**src/rtl/pll_ctrl_pkg.sv**
```systemverilog
// Shared state encoding, fixed timing constants and a counter-sizing helper for the PLL supervisor.
package pll_ctrl_pkg;

    typedef enum logic [2:0] {
        SETTLE    = 3'd0,
        WAIT_LOCK = 3'd1,
        LOCKED    = 3'd2,
        GATE      = 3'd3,
        FAULT     = 3'd4
    } pll_ctrl_state_e;

    localparam int GATE_CYCLES = 2;
    localparam int SYNC_STAGES = 2;

    function automatic int cnt_width(input int a, input int b, input int c);
        int m;
        m = (a > b) ? a : b;
        m = (m > c) ? m : c;
        return $clog2(m + 1);
    endfunction

endpackage

```
**src/rtl/pll_lock_filter.sv**
```systemverilog
// Lock-flag synchroniser plus hysteresis filter: lk_f follows the synced flag after LOCK_FILTER equal samples.
// Latency SYNC_STAGES + LOCK_FILTER cycles; no backpressure, clr holds everything at 0.
module pll_lock_filter
    import pll_ctrl_pkg::*;
#(
    parameter int LOCK_FILTER = 8
) (
    input  logic clk_ref_i,
    input  logic arst_ni,
    input  logic clr,
    input  logic lk_async,
    output logic lk_f
);

    localparam int RW = $clog2(LOCK_FILTER + 1);
    localparam logic [RW-1:0] RUN_LAST = RW'(LOCK_FILTER - 1);

    logic [SYNC_STAGES-1:0] sync_q;
    logic [RW-1:0]          run_q;
    logic                   lk_s;

    assign lk_s = sync_q[SYNC_STAGES-1];

    // run_q counts consecutive synced samples that disagree with lk_f; any agreeing sample restarts it
    always_ff @(posedge clk_ref_i or negedge arst_ni) begin
        if (!arst_ni) begin
            sync_q <= '0;
            run_q  <= '0;
            lk_f   <= 1'b0;
        end else if (clr) begin
            sync_q <= '0;
            run_q  <= '0;
            lk_f   <= 1'b0;
        end else begin
            sync_q <= {sync_q[SYNC_STAGES-2:0], lk_async};
            if (lk_s == lk_f) begin
                run_q <= '0;
            end else if (run_q == RUN_LAST) begin
                lk_f  <= lk_s;
                run_q <= '0;
            end else begin
                run_q <= run_q + 1'b1;
            end
        end
    end

endmodule

```
**src/rtl/pll_ctrl.sv**
```systemverilog
// PLL configuration/lock supervisor: gates the output clock, reprograms dividers, waits for filtered lock, retries.
// Handshake at N -> clk_en low from N+1, dividers from N+3; cfg_ready_o only in LOCKED/FAULT, requests stall otherwise.
module pll_ctrl
    import pll_ctrl_pkg::*;
#(
    parameter int REF_DIV_WIDTH = 4,
    parameter int FB_DIV_WIDTH  = 8,
    parameter int RST_REF_DIV   = 1,
    parameter int RST_FB_DIV    = 1,
    parameter int SETTLE_CYCLES = 16,
    parameter int LOCK_TIMEOUT  = 65536,
    parameter int LOCK_FILTER   = 8,
    parameter int MAX_RETRIES   = 3
) (
    input  logic                     arst_ni,
    input  logic                     clk_ref_i,
    input  logic [REF_DIV_WIDTH-1:0] cfg_ref_div_i,
    input  logic [FB_DIV_WIDTH-1:0]  cfg_fb_div_i,
    input  logic                     cfg_valid_i,
    output logic                     cfg_ready_o,
    output logic [REF_DIV_WIDTH-1:0] pll_ref_div_o,
    output logic [FB_DIV_WIDTH-1:0]  pll_fb_div_o,
    input  logic                     pll_locked_i,
    output logic                     clk_en_o,
    output logic                     locked_o,
    output logic                     busy_o,
    output logic                     error_o,
    output logic                     lock_lost_o,
    output logic [3:0]               retry_cnt_o
);

    localparam int CW = cnt_width(SETTLE_CYCLES, LOCK_TIMEOUT, GATE_CYCLES);
    localparam logic [CW-1:0] SETTLE_LAST = CW'(SETTLE_CYCLES - 1);
    localparam logic [CW-1:0] TMO_LAST    = CW'(LOCK_TIMEOUT - 1);
    localparam logic [CW-1:0] GATE_LAST   = CW'(GATE_CYCLES - 1);
    localparam logic [3:0]    MAX_RETRY   = 4'(MAX_RETRIES);

    pll_ctrl_state_e          state_q, state_d;
    logic [CW-1:0]            cnt_q, cnt_d;
    logic [3:0]               retry_q, retry_d;
    logic [REF_DIV_WIDTH-1:0] ref_div_q, req_ref_q;
    logic [FB_DIV_WIDTH-1:0]  fb_div_q, req_fb_q;
    logic                     capture, load_div, hs, lk_f, filt_clr;

    // Holding the filter clear for the whole of SETTLE makes lock monitoring start fresh on every attempt
    assign filt_clr = (state_q == SETTLE);

    pll_lock_filter #(
        .LOCK_FILTER(LOCK_FILTER)
    ) u_lock_filter (
        .clk_ref_i(clk_ref_i),
        .arst_ni  (arst_ni),
        .clr      (filt_clr),
        .lk_async (pll_locked_i),
        .lk_f     (lk_f)
    );

    assign cfg_ready_o   = (state_q == LOCKED) || (state_q == FAULT);
    assign hs            = cfg_valid_i && cfg_ready_o;
    assign clk_en_o      = (state_q == LOCKED);
    assign locked_o      = (state_q == LOCKED) && lk_f;
    assign lock_lost_o   = (state_q == LOCKED) && !lk_f;
    assign busy_o        = (state_q == GATE) || (state_q == SETTLE) || (state_q == WAIT_LOCK);
    assign error_o       = (state_q == FAULT);
    assign retry_cnt_o   = retry_q;
    assign pll_ref_div_o = ref_div_q;
    assign pll_fb_div_o  = fb_div_q;

    always_comb begin
        state_d  = state_q;
        cnt_d    = cnt_q + 1'b1;
        retry_d  = retry_q;
        capture  = 1'b0;
        load_div = 1'b0;
        case (state_q)
            SETTLE: begin
                if (cnt_q == SETTLE_LAST) begin
                    state_d = WAIT_LOCK;
                    cnt_d   = '0;
                end
            end
            WAIT_LOCK: begin
                if (lk_f) begin
                    state_d = LOCKED;
                    cnt_d   = '0;
                    retry_d = '0;
                end else if (cnt_q == TMO_LAST) begin
                    cnt_d = '0;
                    if (retry_q < MAX_RETRY) begin
                        retry_d = retry_q + 4'd1;
                        state_d = SETTLE;
                    end else begin
                        state_d = FAULT;
                    end
                end
            end
            LOCKED: begin
                cnt_d = '0;
                if (hs) begin
                    state_d = GATE;
                    capture = 1'b1;
                end else if (!lk_f) begin
                    state_d = SETTLE;
                    retry_d = '0;
                end
            end
            FAULT: begin
                cnt_d = '0;
                if (hs) begin
                    state_d = GATE;
                    capture = 1'b1;
                    retry_d = '0;
                end
            end
            GATE: begin
                if (cnt_q == GATE_LAST) begin
                    state_d  = SETTLE;
                    cnt_d    = '0;
                    load_div = 1'b1;
                end
            end
            default: begin
                state_d = SETTLE;
                cnt_d   = '0;
            end
        endcase
    end

    always_ff @(posedge clk_ref_i or negedge arst_ni) begin
        if (!arst_ni) begin
            state_q   <= SETTLE;
            cnt_q     <= '0;
            retry_q   <= '0;
            ref_div_q <= REF_DIV_WIDTH'(RST_REF_DIV);
            fb_div_q  <= FB_DIV_WIDTH'(RST_FB_DIV);
            req_ref_q <= '0;
            req_fb_q  <= '0;
        end else begin
            state_q <= state_d;
            cnt_q   <= cnt_d;
            retry_q <= retry_d;
            if (capture) begin
                req_ref_q <= cfg_ref_div_i;
                req_fb_q  <= cfg_fb_div_i;
            end
            // Dividers move only once the downstream gate has had GATE_CYCLES to close
            if (load_div) begin
                ref_div_q <= req_ref_q;
                fb_div_q  <= req_fb_q;
            end
        end
    end

endmodule

```
**config.mk**
```make
export PLATFORM = sky130hd
export DESIGN_NAME = pll_ctrl
export DESIGN_NICKNAME = d
export VERILOG_FILES = /design/src/rtl/pll_ctrl_pkg.sv /design/src/rtl/pll_lock_filter.sv /design/src/rtl/pll_ctrl.sv
export SDC_FILE = /design/constraint.sdc
export NUM_CORES = 1
export LEC_CHECK = 0
export CORE_ASPECT_RATIO = 1.2
export CORE_MARGIN = 2
export CORE_UTILIZATION = 57
export CTS_BUF_LIST = sky130_fd_sc_hd__clkbuf_16
export DETAILED_ROUTE_END_ITERATION = 12
export DONT_BUFFER_PORTS = 1
export HOLD_SLACK_MARGIN = 0.02
export PLACE_DENSITY = 0.72
export SLEW_MARGIN = 10
export SYNTH_ARGS = -nofsm -noshare
export SYNTH_HDL_FRONTEND = slang
export SYNTH_SLANG_ARGS = --single-unit
```
**constraint.sdc**
```tcl
create_clock -name clk_ref_i -period 2.6 [get_ports clk_ref_i]
set_input_delay 0.39 -clock clk_ref_i [delete_from_list [all_inputs] [get_ports clk_ref_i]]
set_output_delay 0.39 -clock clk_ref_i [all_outputs]
set_load 0.02 [all_outputs]
```
**Yosys cells after proc, flatten, opt, wreduce, memory -nomap -nowiden**

Index checks and enable logic that the tools add are counted.

- Register bits after elaboration: 55
- Input port bits: 16
- Output and inout bits: 22
- Word-level logic and storage cells: 78

- Add/sub/neg operators: 3
- Magnitude comparators: 1
- Eq/ne operators: 18
- Muxes and demuxes: 32
- Reduce and logical (&&, ||, !) cells: 14

Operator list:

| kind | count |
|---|---|
| $mux W17 | 4 |
| $pmux W17 S3 | 1 |
| $mux W4 | 9 |
| $mux W3 | 8 |
| $add A17 B1 Y17 const B | 1 |
| $eq A17 B1 Y1 const B | 1 |
| $eq A17 B16 Y1 const B | 1 |
| $eq A17 B4 Y1 const B | 1 |
| $pmux W3 S5 | 1 |
| $pmux W4 S3 | 1 |
| $add A4 B1 Y4 const B | 2 |
| $mux W1 | 7 |
| $eq A3 B2 Y1 const B | 2 |
| $ne A2 B1 Y1 const B | 3 |
| $ne A2 B2 Y1 const B | 3 |
| $ne A3 B1 Y1 const B | 2 |
| $reduce_and A6 Y1 | 1 |
| $reduce_and A5 Y1 | 1 |
| $eq A4 B3 Y1 const B | 1 |
| $lt A4 B2 Y1 const B | 1 |
| $eq A3 B1 Y1 const B | 1 |
| $eq A3 B3 Y1 const B | 1 |
| $logic_and A1 B1 Y1 | 3 |
| $logic_not A3 Y1 | 1 |
| other kinds (9) | 11 |

**Logic depth before layout (Yosys ltp)**

- Depth after elaboration: 5
- Gate-level depth with buffers: 12
- Depth with buffers taken out: 10

**Modules after synthesis**

A second synthesis with hierarchy kept.

- Cells, all modules: 224
- Area, all modules: 2,551.2 µm²

Modules (own cells, without submodules):

| module | times used | cells each | area an instance (µm²) | sequential area each (µm²) |
|---|---|---|---|---|
| pll_ctrl | 1 | 200 | 2,259.7 | 1,203.7 |
| pll_lock_filter | 1 | 24 | 291.5 | 175.2 |

**Least setup slack after synthesis**

No wires, ideal clock.

- Path kind: register to register
- From: register cnt_q[0]
- To: register cnt_q[10]
- Library setup time: 0.121 ns
- Data arrival time: 2.098 ns
- Required time: 2.479 ns
- Slack: 0.381 ns
- Stages on the path, launching flop included: 13
- Buffers on the path: 2
- Clock period less this slack: 2.219 ns
- Path through: dfrtp_1 -> ha_1 -> nand3_1 -> nor3_1 -> nand3_1 -> inv_1 -> ha_1 -> nor2_1 -> a21oi_1 -> and2_1 -> buf_2 -> buf_2 -> nor2_1

- Cells in the longest elaborated chain, start to end: 4
- Elaborated cells between the ends (all ways): 9
- Classes of those cells: add/sub: 1; eq/ne: 3; mux: 5

Ends and longest elaborated chain:

| item | line | RTL |
|---|---|---|
| start: declaration | pll_ctrl.sv:39 | `logic [CW-1:0] cnt_q, cnt_d;` |
| start signal: assignment | pll_ctrl.sv:140 | `cnt_q <= cnt_d;` |
| $add A17 B1 Y17 / $eq A17 B16 Y1 (equally long branches) | pll_ctrl.sv:71, pll_ctrl.sv:87 |  |
| $mux W17 | pll_ctrl.sv:87 | `end else if (cnt_q == TMO_LAST) begin` |
| $mux W17 | pll_ctrl.sv:83 | `if (lk_f) begin` |
| $pmux W17 S3 * | pll_ctrl.sv:75 | `case (state_q)` |
| via cnt_d[10] | pll_ctrl.sv:39 |  |

Mark *: on every way through the listed nets, which the timed path passes. The rest lies on a longest branch.
A chain may end at the register's enable or synchronous reset.

**Final worst setup path**

Same ends and word-level chain as after synthesis.

==> metrics.csv <==
stage,metric,value,unit
synthesis,yosys warns,0,
synthesis,mapped cell area,2600,µm²
floorplan,area of the core,4330,µm²
routing,wire length per cell,15.6,µm
sta,Hold Fails Final Rpt,0,
finish,"most common cell after layout, fill and taps aside",dfrtp_1,
sta,Final min period,2.33,ns
clock_network,Inserted Clock Buffers,5,
sta,ratio of final minimum period to clock period,89.5,%
placement,post-DP HPWL,3.11,mm
finish,# diodes,0,
finish,P&R area growth vs syn,11.0,%
placement,port buffer count,0,
finish,multi-input combinational cell area,1140,µm²
placement,RD Place Congestion,0.802,
worst_setup_path,Worst R2R Path Depth,11,
worst_setup_path,crit path buf inv count,2,
synthesis,synth top area cells,"dfrtp_1 (51%), mux2_2 (6.5%), mux2_4 (5.8%)",
floorplan,Die W,65.6,µm
sta,worst hold margin,0.241,ns
run,Max-Cap Viols,0,
finish,Register Area,1380,µm²
worst_setup_path,Crit path max-delay family,simple AND/OR/NAND/NOR gates,
sta,Setup Skew,0.00917,ns
worst_setup_path,critical path's slowest cell,dfrtp_1,
grt,vias in the first global route,1657,
synthesis,"Distinct cells, synth",37,
synthesis,syn avg cell area,11.3,µm²
worst_setup_path,startpoint types,flip-flop,
synthesis,top_reg_cell synth,dfrtp_1,
clock_network,"Reg clk slew, reported paths",0.07,ns
routing,via count,1635,
sta,Max Freq,430,MHz
floorplan,Initial Utilization,60.0,%
worst_setup_path,Worst R2R Start,cnt_q[0],
clock_network,TritonCTS Sinks,55,
placement,placed cell area,2670,µm²
grt,remaining global-route overflow,0,
hold_path,worst hold start,pll_locked_i,
sta,Rel. slew slack,60.8,%
grt,Total GRT Usage,19.3,%
clock_network,depth of the CTS H-tree,2,
grt,initial antenna violation count,0,
floorplan,num rows,26,
routing,DRT Wirelength,4.54,mm
floorplan,Die Area,5120,µm²
outcome,run status,"complete, no violations",
routing,total iterations of the first detailed-routing run,4,
worst_setup_path,CP required,2.77,ns
worst_setup_path,CP Max Fanout,16,
finish,most frequent cells in the layout,"dfrtp_1 (53), nor2_1 (34), mux2_2 (15)",
routing,post-route ant nets,0,
floorplan,Die H,78.0,µm
sta,max-slew violation count,0,
synthesis,cell count after synthesis,229,
finish,post-layout net count,256,
routing,drt via density,5.62,
clock_network,Worst-Skew Late Latency,0.29,ns
worst_setup_path,end of the worst register-to-register path,cnt_q[10],
grt,pin count of the biggest net entering global routing,56,
sta,worst slew pin tran,0.582,ns
pwr,Leakage,1.29,nW
synthesis,syn_nets,251,
worst_setup_path,Worst setup EP type,flip-flop,
hold_path,WHS Path Cells,1,
synthesis,Synth area leader,dfrtp_1,
finish,design area,2880,µm²
worst_setup_path,Worst EP arrival,2.50,ns
synthesis,post-synthesis sequential area ratio,53.1,%
grt,first-pass GRT wire length,7.68,mm
clock_network,Max clock buf depth,2,
sta,final setup TNS,0,ns
hold_path,Min-Delay Path Class,in -> reg,
worst_setup_path,CP Depth,11,
worst_setup_path,Reg2Reg Setup Slack,0.27,ns
worst_setup_path,crit path cell chain,ha_1 -> nand3_1 -> nor3_2 -> nand3_1 -> inv_1 -> ha_1 -> nor2_1 -> a21oi_1 -> and2_1 -> buf_4 -> nor2_1,
hold_path,Worst Hold End,u_lock_filter.sync_q[0],
routing,DR iter-0 viols,126,
finish,share of cells above drive strength 1,21.3,%
pwr,Pwr per Cell Area,1120,nW/µm²
worst_setup_path,crit path kind,reg -> reg,
pwr,Peak VDD IR,0.438,mV
sta,RSZ-0062 raised after global routing,no,
synthesis,number of enable flip-flop cells after synthesis,0,
synthesis,Synth top area share,51.1,%
finish,fill count,332,
clock_network,CTS tree,built,
worst_setup_path,largest stage delay on the critical path,0.42,ns
routing,drc violations,0,
clock_network,Root Buffer,clkbuf_16,
synthesis,Post-synth ARST share,100,%
sta,final setup vio count,0,
floorplan,IO Count,38,
synthesis,number of synthesized register bits,55,
[cell usage after synthesis, types with 3 or more instances]
library cell,instances
dfrtp_1,53
nor2_1,34
mux2_2,15
inv_1,10
mux2_4,10
nand2_1,10
nor3_1,9
xor2_1,9
nand3_1,8
xnor2_1,8
a21oi_1,6
ha_1,6
nand4_1,6
and2_1,5
clkbuf_1,5
o21ai_0,4
buf_2,3
nor2b_1,3
[stage by stage]
stage	cells	setup WS [ns]	total power [mW]	utilization, %
finish	291	0.274	3.24	66.6
global route	291	0.0162	3.44	66.6
CTS	291	0.144	3.27	66.5
detailed placement	281	0.174	2.48	61.7
global placement	281	0.200	2.45	61.7
floorplan	229	0.381	2.26	-
[flip-flops by register name, summed over array words and instances, names as in the netlist]
register	count
pll_ref_div_o	4
req_ref_q	4
retry_cnt_o	4
u_lock_filter.run_q	4
u_lock_filter.lk_f	1
state_q	3
req_fb_q	8
u_lock_filter.sync_q	2
cnt_q	17
pll_fb_div_o	8
[worst max path at each step]
stage             start        end
2_1_floorplan  cnt_q[0]  cnt_q[10]
3_3_place_gp   cnt_q[0]  cnt_q[10]
3_5_place_dp   cnt_q[0]   cnt_q[5]
4_1_cts        cnt_q[0]  cnt_q[10]
5_1_grt        cnt_q[0]  cnt_q[10]
6_report       cnt_q[0]  cnt_q[10]
[kinds of logic after synthesis]
| group | after synthesis | share of synthesized area [%] |
|---|---|---|
| simple gates | 88 | 17.8 |
| flops | 55 | 53.1 |
| mux | 26 | 12.7 |
| buf+inv | 19 | 3.52 |
| compound gates | 17 | 3.90 |
| xor+xnor | 17 | 5.73 |
| fa+ha+maj | 7 | 3.28 |
[metal layers]
layer / GRT usage, % / vias up / wire [µm]
met5: 0 / - / 0
met4: 6.25 / 0 / 60
met3: 4.78 / 6 / 189
met2: 31.9 / 30 / 2320
met1: 24.4 / 809 / 1970
li1: - / 790 / -
[what timing repair did]
item,4_1_cts,5_1_grt
resized for setup,0,1
hold endpoints to repair,55,0
endpoints found under the setup margin,0,16
hold buffers,2,0
setup buffers,0,0
[final cells by class]
| class | count | share of cell area [%] |
|---|---|---|
| Multi-Input combinational cell | 155 | 39.5 |
| Clock buffer | 5 | 4.34 |
| Sequential cell | 55 | 47.8 |
| Tap cell | 56 | 2.43 |
| Clock inverter | 3 | 1.61 |
| Timing Repair Buffer | 7 | 3.04 |
| Inverter | 10 | 1.30 |
[power breakdown]
part	switching (mW)	internal, mW	total (mW)	leakage (nW)
registers	0.371	1.14	1.51	0.705
logic	0.476	0.497	0.973	0.508
clock network	0.294	0.457	0.752	0.0804
total	1.14	2.09	3.24	1.29
Note: power is estimated with default switching activity, not from simulation.
